===== src/rtl/accum_ctrl_pkg.sv =====
// Shared types and field positions for the vector-accumulator start controller.
package accum_ctrl_pkg;

  localparam int CHANNELS  = 512;
  localparam int CHAN_W    = 9;
  localparam int FRAME_W   = 16;

  localparam int START_BIT = 0;
  localparam int CONT_BIT  = 1;
  localparam int NF_LSB    = 16;
  localparam int NF_MSB    = 31;

  typedef enum logic [1:0] {
    IDLE  = 2'd0,
    ARMED = 2'd1,
    ACCUM = 2'd2
  } state_e;

  // A frame count of zero is run as a single frame.
  function automatic logic [FRAME_W-1:0] nf_minus_one(input logic [FRAME_W-1:0] nf);
    logic [FRAME_W-1:0] r;
    if (nf == {FRAME_W{1'b0}}) begin
      r = {FRAME_W{1'b0}};
    end else begin
      r = nf - {{(FRAME_W-1){1'b0}}, 1'b1};
    end
    return r;
  endfunction

endpackage


===== src/rtl/accum_frame_counter.sv =====
// Channel/frame position tracker for one integration; restart treats the current beat as
// channel 0 of frame 0, so the counters land on channel 1.
module accum_frame_counter
  import accum_ctrl_pkg::*;
#(
  parameter int CHANNELS_P = CHANNELS,
  parameter int CHAN_W_P   = CHAN_W,
  parameter int FRAME_W_P  = FRAME_W
) (
  input  logic                 clk,
  input  logic                 rst,
  input  logic                 clear,
  input  logic                 restart,
  input  logic                 step,
  input  logic [FRAME_W_P-1:0] nf_m1,
  output logic                 chan_zero,
  output logic                 first_frame,
  output logic                 last_frame,
  output logic                 final_beat
);

  localparam logic [CHAN_W_P-1:0] CHAN_MAX = CHAN_W_P'(CHANNELS_P - 1);

  logic [CHAN_W_P-1:0]  chan_q, chan_d;
  logic [FRAME_W_P-1:0] frame_q, frame_d;

  assign chan_zero   = (chan_q == {CHAN_W_P{1'b0}});
  assign first_frame = (frame_q == {FRAME_W_P{1'b0}});
  assign last_frame  = (frame_q == nf_m1);
  assign final_beat  = last_frame && (chan_q == CHAN_MAX);

  always_comb begin
    chan_d  = chan_q;
    frame_d = frame_q;
    if (clear) begin
      chan_d  = {CHAN_W_P{1'b0}};
      frame_d = {FRAME_W_P{1'b0}};
    end else if (restart) begin
      chan_d  = {{(CHAN_W_P-1){1'b0}}, 1'b1};
      frame_d = {FRAME_W_P{1'b0}};
    end else if (step) begin
      if (chan_q == CHAN_MAX) begin
        chan_d  = {CHAN_W_P{1'b0}};
        frame_d = last_frame ? {FRAME_W_P{1'b0}} : frame_q + {{(FRAME_W_P-1){1'b0}}, 1'b1};
      end else begin
        chan_d  = chan_q + {{(CHAN_W_P-1){1'b0}}, 1'b1};
        frame_d = frame_q;
      end
    end else begin
      chan_d  = chan_q;
      frame_d = frame_q;
    end
  end

  always_ff @(posedge clk or posedge rst) begin
    if (rst) begin
      chan_q  <= {CHAN_W_P{1'b0}};
      frame_q <= {FRAME_W_P{1'b0}};
    end else begin
      chan_q  <= chan_d;
      frame_q <= frame_d;
    end
  end

endmodule


===== src/rtl/accum_start_ctrl.sv =====
// Turns the startAccumulator register into per-beat load/add/dump control for the
// 512-channel vector accumulator, aligned to the channelizer frame sync.
module accum_start_ctrl
  import accum_ctrl_pkg::*;
(
  input  logic        user_clk,
  input  logic        user_rst,
  input  logic [31:0] sw_reg,
  input  logic        valid_in,
  input  logic        sync_in,
  output logic        acc_en,
  output logic        acc_first,
  output logic        acc_last,
  output logic        acc_done,
  output logic        busy,
  output logic [31:0] int_count,
  output logic        sync_err
);

  state_e state_q, state_d;
  logic [31:0]        sw_q;
  logic               sw_prev_q;
  logic [FRAME_W-1:0] nf_m1_q, nf_m1_d;
  logic               cont_q, cont_d;
  logic               stop_q, stop_d;
  logic               en_q, en_d, first_q, first_d, last_q, last_d, done_q, done_d;
  logic               busy_q, busy_d, sync_err_q, sync_err_d;
  logic [31:0]        int_count_q, int_count_d;

  logic start_rise, start_fall, sw_unused;
  logic cnt_clear, cnt_restart, cnt_step;
  logic chan_zero, first_frame, last_frame, final_beat;

  assign start_rise = sw_q[START_BIT] & ~sw_prev_q;
  assign start_fall = ~sw_q[START_BIT] & sw_prev_q;
  assign sw_unused  = ^sw_q[NF_LSB-1:CONT_BIT+1];

  accum_frame_counter u_cnt (
    .clk         (user_clk),
    .rst         (user_rst),
    .clear       (cnt_clear),
    .restart     (cnt_restart),
    .step        (cnt_step),
    .nf_m1       (nf_m1_q),
    .chan_zero   (chan_zero),
    .first_frame (first_frame),
    .last_frame  (last_frame),
    .final_beat  (final_beat)
  );

  always_comb begin
    state_d     = state_q;
    nf_m1_d     = nf_m1_q;
    cont_d      = cont_q;
    stop_d      = stop_q;
    en_d        = 1'b0;
    first_d     = 1'b0;
    last_d      = 1'b0;
    done_d      = 1'b0;
    int_count_d = int_count_q;
    sync_err_d  = sync_err_q;
    cnt_clear   = 1'b0;
    cnt_restart = 1'b0;
    cnt_step    = 1'b0;
    case (state_q)
      IDLE: begin
        if (start_rise) begin
          state_d    = ARMED;
          nf_m1_d    = nf_minus_one(sw_q[NF_MSB:NF_LSB]);
          cont_d     = sw_q[CONT_BIT];
          stop_d     = 1'b0;
          sync_err_d = 1'b0;
          cnt_clear  = 1'b1;
        end else begin
          state_d = IDLE;
        end
      end
      ARMED: begin
        if (valid_in && sync_in) begin
          state_d     = ACCUM;
          cnt_restart = 1'b1;
          en_d        = 1'b1;
          first_d     = 1'b1;
          last_d      = (nf_m1_q == {FRAME_W{1'b0}});
        end else begin
          state_d = ARMED;
        end
      end
      ACCUM: begin
        if (start_fall && cont_q) begin
          stop_d = 1'b1;
        end else begin
          stop_d = stop_q;
        end
        if (valid_in && sync_in && !chan_zero) begin
          // Misaligned sync: drop the partial integration and realign on this beat.
          sync_err_d  = 1'b1;
          cnt_restart = 1'b1;
          en_d        = 1'b1;
          first_d     = 1'b1;
          last_d      = (nf_m1_q == {FRAME_W{1'b0}});
        end else if (valid_in) begin
          cnt_step = 1'b1;
          en_d     = 1'b1;
          first_d  = first_frame;
          last_d   = last_frame;
          if (final_beat) begin
            done_d      = 1'b1;
            int_count_d = int_count_q + 32'd1;
            if (!cont_q || stop_d) begin
              state_d = IDLE;
              stop_d  = 1'b0;
            end else begin
              state_d = ACCUM;
            end
          end else begin
            state_d = ACCUM;
          end
        end else begin
          state_d = ACCUM;
        end
      end
      default: begin
        state_d   = IDLE;
        cnt_clear = 1'b1;
      end
    endcase
    busy_d = (state_d != IDLE);
  end

  always_ff @(posedge user_clk or posedge user_rst) begin
    if (user_rst) begin
      state_q     <= IDLE;
      sw_q        <= 32'd0;
      sw_prev_q   <= 1'b0;
      nf_m1_q     <= {FRAME_W{1'b0}};
      cont_q      <= 1'b0;
      stop_q      <= 1'b0;
      en_q        <= 1'b0;
      first_q     <= 1'b0;
      last_q      <= 1'b0;
      done_q      <= 1'b0;
      busy_q      <= 1'b0;
      sync_err_q  <= 1'b0;
      int_count_q <= 32'd0;
    end else begin
      state_q     <= state_d;
      sw_q        <= sw_reg;
      sw_prev_q   <= sw_q[START_BIT];
      nf_m1_q     <= nf_m1_d;
      cont_q      <= cont_d;
      stop_q      <= stop_d;
      en_q        <= en_d;
      first_q     <= first_d;
      last_q      <= last_d;
      done_q      <= done_d;
      busy_q      <= busy_d;
      sync_err_q  <= sync_err_d;
      int_count_q <= int_count_d;
    end
  end

  assign acc_en    = en_q;
  assign acc_first = first_q;
  assign acc_last  = last_q;
  assign acc_done  = done_q;
  assign busy      = busy_q;
  assign sync_err  = sync_err_q;
  assign int_count = int_count_q;

endmodule


===== config.mk =====
export PLATFORM = sky130hd
export DESIGN_NAME = accum_start_ctrl
export DESIGN_NICKNAME = d
export VERILOG_FILES = /design/src/rtl/accum_ctrl_pkg.sv /design/src/rtl/accum_frame_counter.sv /design/src/rtl/accum_start_ctrl.sv
export SDC_FILE = /design/constraint.sdc
export NUM_CORES = 1
export LEC_CHECK = 0
export ABC_CLOCK_PERIOD_IN_PS = 3050
export BUFFER_PORTS_ARGS = -buffer_cell sky130_fd_sc_hd__buf_2
export CORE_MARGIN = 2
export CORE_UTILIZATION = 40
export DETAILED_ROUTE_END_ITERATION = 12
export GPL_TIMING_DRIVEN = 0
export MAX_ROUTING_LAYER = met4
export SLEW_MARGIN = 20
export SYNTH_ARGS = -nofsm -noshare
export SYNTH_HDL_FRONTEND = slang
export SYNTH_SLANG_ARGS = --single-unit
export TNS_END_PERCENT = 20

===== constraint.sdc =====
create_clock -name user_clk -period 3.05 [get_ports user_clk]
set_input_delay 0.305 -clock user_clk [delete_from_list [all_inputs] [get_ports user_clk]]
set_output_delay 0.305 -clock user_clk [all_outputs]
set_load 0.005 [all_outputs]

* Yosys cells after proc, flatten, opt, wreduce, memory -nomap -nowiden *
Cells that the tools add are included.

storage, ports and cells
  bits in registers = 116
  input bits = 36
  output and inout port bits = 38
  word-level logic and storage cells = 100

operators by class
  $add $sub $neg = 4
  equal/unequal tests = 6
  multiplexer cells = 48
  bitwise logic cells = 5
  reductions and logical operators = 22

operators with widths
  cell                     number
  $mux W16                 6
  $logic_not A16 Y1        3
  $mux W9                  4
  $add A32 B1 Y32 const B  1
  $mux W1                  25
  $add A16 B1 Y16 const B  1
  $eq A16 B16 Y1           1
  $sub A16 B1 Y16 const B  1
  $pmux W1 S2              7
  $mux W2                  5
  $add A9 B1 Y9 const B    1
  $eq A9 B9 Y1 const B     1
  $logic_not A9 Y1         1
  $pmux W2 S3              1
  $reduce_and A2 Y1        3
  $reduce_bool A3 Y1       2
  $logic_and A1 B1 Y1      4
  $ne A2 B2 Y1 const B     2
  $reduce_and A4 Y1        1
  $reduce_bool A2 Y1       2
  $not A1 Y1               3
  $reduce_and A3 Y1        1
  $and A1 B1 Y1            2
  $eq A2 B1 Y1 const B     1
  other kinds (5)          6

* Logic depth before layout (Yosys ltp) *
  depth in word-level cells = 12
  gate-level depth with buffers = 11
  mapped depth without buffers = 9

* By module *
A second synthesis with hierarchy kept.

second synthesis, totals
  cells, all modules = 494
  area, all modules = 5048.6 um^2

modules (own cells, without submodules)
  module               instances  cells an instance  area an instance (um^2)  sequential area each (um^2)
  accum_start_ctrl     1          316                3433.3                   1926.8
  accum_frame_counter  1          178                1615.3                   625.6

* Worst setup path before layout *
No wires, ideal clock.

  path kind = reg2reg
  from = register u_cnt.chan_q[0]
  to = register int_count_q[4] (netlist: int_count[4])
  setup time = 124 ps
  arrival = 2035 ps
  data required time = 2926 ps
  setup slack = 891 ps
  stages on the path, launching flop included = 11
  path buffers = 2
  clock period less this slack = 2159 ps
  cells stage by stage = dfrtp_1 > inv_1 > ha_1 > or4b_4 > o21ai_2 > and2_1 > buf_4 > and2_4 > buf_4 > nand4_1 > xnor2_1

between the ends
  longest elaborated chain between the ends = 5
  elaborated cells between the ends (all ways) = 7
  those cells by class = 1 x eq/ne; 1 x bitwise; 5 x reduce/logical

ends and longest elaborated chain
  item                           line                       text
  from (decl)                    accum_frame_counter.sv:24  logic [CHAN_W_P-1:0] chan_q, chan_d;
  from (signal assigned)         accum_frame_counter.sv:57  chan_q <= {CHAN_W_P{1'b0}};
  from (signal assigned)         accum_frame_counter.sv:60  chan_q <= chan_d;
  $logic_not A9 Y1               accum_frame_counter.sv:27  assign chan_zero = (chan_q == {CHAN_W_P{1'b0}});
  $logic_not A1 Y1               accum_start_ctrl.sv:95     if (valid_in && sync_in && !chan_zero) begin
  $logic_and A1 B1 Y1            accum_start_ctrl.sv:95
  $not A1 Y1 (no line)           n/a
  $reduce_and A4 Y1 (no line) *  n/a
  to (signal assigned)           accum_start_ctrl.sv:159    int_count_q <= int_count_d;
  to (decl)                      accum_start_ctrl.sv:28     logic [31:0] int_count_q, int_count_d;

Every way passes the cells marked *; elsewhere a longest branch is shown, timed or not.
A chain may end at the register's enable or synchronous reset.

* Worst setup path in the final report *
  from = register state_q[0]
  to = register u_cnt.frame_q[6]

between the ends
  longest elaborated chain between the ends = 5
  elaborated cells between the ends (all ways) = 12
  those cells by class = 2 x eq/ne; 5 x mux; 5 x reduce/logical

ends and longest elaborated chain
  item                                          line                       text
  from (decl)                                   accum_start_ctrl.sv:20     state_e state_q, state_d;
  from (signal assigned)                        accum_start_ctrl.sv:147    state_q <= state_d;
  $eq A2 B2 Y1 or $eq A2 B1 Y1 (tied branches)  accum_start_ctrl.sv:65     case (state_q)
  $reduce_or A2 Y1 (no line)                    n/a
  $pmux W1 S2                                   accum_start_ctrl.sv:65
  $reduce_bool A3 Y1 (no line)                  n/a
  $reduce_and A2 Y1 (no line)                   n/a
  to (signal assigned)                          accum_frame_counter.sv:58  frame_q <= {FRAME_W_P{1'b0}};
  to (signal assigned)                          accum_frame_counter.sv:61  frame_q <= frame_d;
  to (decl)                                     accum_frame_counter.sv:25  logic [FRAME_W_P-1:0] frame_q, frame_d;

Several ways; a longest one is shown, not always the timed one.

==> results.ini <==
[status]
status=completed

[clock_tree]
clk_pin_slew_ns=0.07
cts_resized=0
root_buffer=clkbuf_16
cts_max_path_buffers=2
clk_latency_ns=0.35
cts.sinks=102
h-tree-depth=3
cts-buffers-inserted=9
cts_tree=built

[sta]
setup-tns-final_ns=0
setup_viol=0
tightest_slew_ns=0.619
rsz0062_at_grt=no
period_share_pct=87.1
slew_headroom_pct=58.1
maxClockFrequency_mhz=377
fin_ws_ns=0.394
fin_skew_ns=0.0108
drv_slew=0
fin_crit_ns=2.66
finalHoldViolCount=0

[detailed_routing]
vias=3809
final_antenna_net_count=0
viasPerCell=5.15
first_pass_iters=4
drt-wirelength-per-cell_um=14.2
drc=0
totalWireLength_um=10500
drtIter0Drc=254

[logic_synthesis]
synthDistinctLibCells=51
netlist_top_cells_area=dfrtp_1, xnor2_1, xor2_1
yosysMostFrequentCell=dfrtp_1
synth.top_cell.area_share_pct=51.1
yosysSeqAreaShare_pct=51.1
ys_seq_elements=102
syn-cell-area_um2=4990
synth_area_per_cell_um2=10.1
synth_area_leader_cell=dfrtp_1
ys.flop_type=dfrtp_1
synth_nets=542
synth_common_cells=dfrtp_1, nor2_1, nand2_1
synth_cells=495
async_flop_share_pct=100
synth_warnings=0
synth_edf_count=0

[floorplanning]
start_util_pct=41.2
rows=40
die_w_um=116
core_um2=12100
die_h_um=116
pin_count=74
fp.dieArea_um2=13400

[setup_path]
startpoint_type=flip-flop
cp_top_family=compound AO/OA/AOI/OAI gates
slowest_stage=dfrtp_1
required_ns=3.29
arrival_ns=2.90
worst-path-buf-inv=3
end_kind=flip-flop
path_cells=inv_1, ha_1, and3b_1, clkbuf_1, a311oi_1, nand2_1, buf_2, o21ai_0, xor2_1, nor2_1
max_stage_delay_ns=0.41
crit_type=flip-flop to flip-flop
critPathMaxFanout=10

[global_route]
grt_pass1_wl_um=18000
grt_overflow=0
grt_max_degree=66
grt_pass1_vias=3698
grtUsageTotal_pct=17.6
antenna_found_initial=0

[final_layout]
nNetsFinal=614
areaGrowthSynthToFinish_pct=17.1
drive_above_1_share_pct=17.3
fin_cells=740
diodes=0

[placement]
dp_hpwl_um=7570
place.gp.congestion=0.857
pre_cts_ws_ns=0.400
port_buffers=59
placed_cells=723

[pwr]
leakagePower_uw=0.00272
powerDensity_nw_per_um2=492
ir_drop_mv=0.291

[min_path]
hold_class=input pin to flip-flop

[run]
drv_cap=0

==> metrics by stage <==
stage          util [%]  total power (uW)  hold slack, ns  cell area (um^2)
2_1_floorplan         -              1630           0.336              4990
3_3_place_gp       45.4              1700           0.412              5500
3_5_place_dp       45.7              1710           0.328              5530
4_1_cts            48.3              2930          0.0333              5850
5_1_grt            48.3              3010          0.0311              5850
6_report           48.3              2880          0.0488              5850
==> logic make-up after synthesis <==
logic type	Yosys count	share of synthesized area, %
flip-flops	102	51.1
adder cells (fa/ha/maj)	11	2.76
buffers and inverters	36	3.16
XOR/XNOR	74	13.0
AO/OA/AOI/OAI	73	8.92
multiplexers	1	0.225
AND/OR/NAND/NOR	198	20.9
==> area by class of cell <==
cell class / count / area [um^2]
clock inverters: 6 / 76.3
flip-flops and latches: 102 / 2550
inverters: 21 / 83.8
multi-input cells: 357 / 2280
clock buffers: 10 / 229
plain buffers: 15 / 78.8
repair buffers: 61 / 333
fillers: 1169 / 6260
well taps: 168 / 210
==> final timing paths <==
| kind | endpoint | slack (ns) | cells past startpoint | from |
|---|---|---|---|---|
| worst min register to register | sw_prev_q$_DFF_PP0_ | 0.44 | 0 | sw_q[0]$_DFF_PP0_ |
| min in group asynchronous | sw_q[17]$_DFF_PP0_ | 0.48 | 3 | user_rst |
| worst max-delay path | u_cnt.frame_q[6]$_DFFE_PP0P_ | 0.39 | 10 | state_q[0]$_DFF_PP0_ |
| worst max register to register | u_cnt.frame_q[6]$_DFFE_PP0P_ | 0.39 | 10 | state_q[0]$_DFF_PP0_ |
| worst min-delay path | sw_q[30]$_DFF_PP0_ | 0.05 | 1 | sw_reg[30] |
| max in group asynchronous | int_count[4]$_DFFE_PP0P_ | 1.93 | 4 | user_rst |
==> sequential cells by signal, summed over array words and instances, names as in the netlist, 2 cells and up <==
| register | flops |
|---|---|
| nf_m1_q | 16 |
| sw_q | 18 |
| u_cnt.chan_q | 9 |
| u_cnt.frame_q | 16 |
| state_q | 2 |
| int_count | 32 |
==> metal layers <==
| layer | global-route usage (%) | wire [um] |
|---|---|---|
| met1 | 22.4 | 4650 |
| met5 | - | 0 |
| met2 | 27.3 | 5210 |
| met4 | 6.90 | 149 |
| met3 | 4.24 | 480 |
==> cells in the final DEF, fill, tap and decap left out, drive strengths merged, types with 3 or more instances in the layout <==
master	count
o2111ai	5
inv	25
clkbuf	17
xor2	30
ha	11
o211ai	4
dfrtp	102
nand4	21
nor2	50
nand3b	3
nand2b	4
nand2	46
nor3	12
and3	10
xnor2	44
a211oi	4
buf	68
a21oi	21
and2	5
or4	3
nor4	14
nand3	16
nor3b	3
o21ai	29
==> power by group <==
group	internal [uW]	switching (uW)
registers	1390	42.8
clock network	653	538
logic	99.4	155
total	2140	736
==> what timing repair did <==
action                                 4_1_cts  5_1_grt
hold buffers                                 1        0
setup endpoints to repair                    0        0
endpoints found under the hold margin       37        0
setup buffers                                0        0
Power figures use the tool's default switching activity.
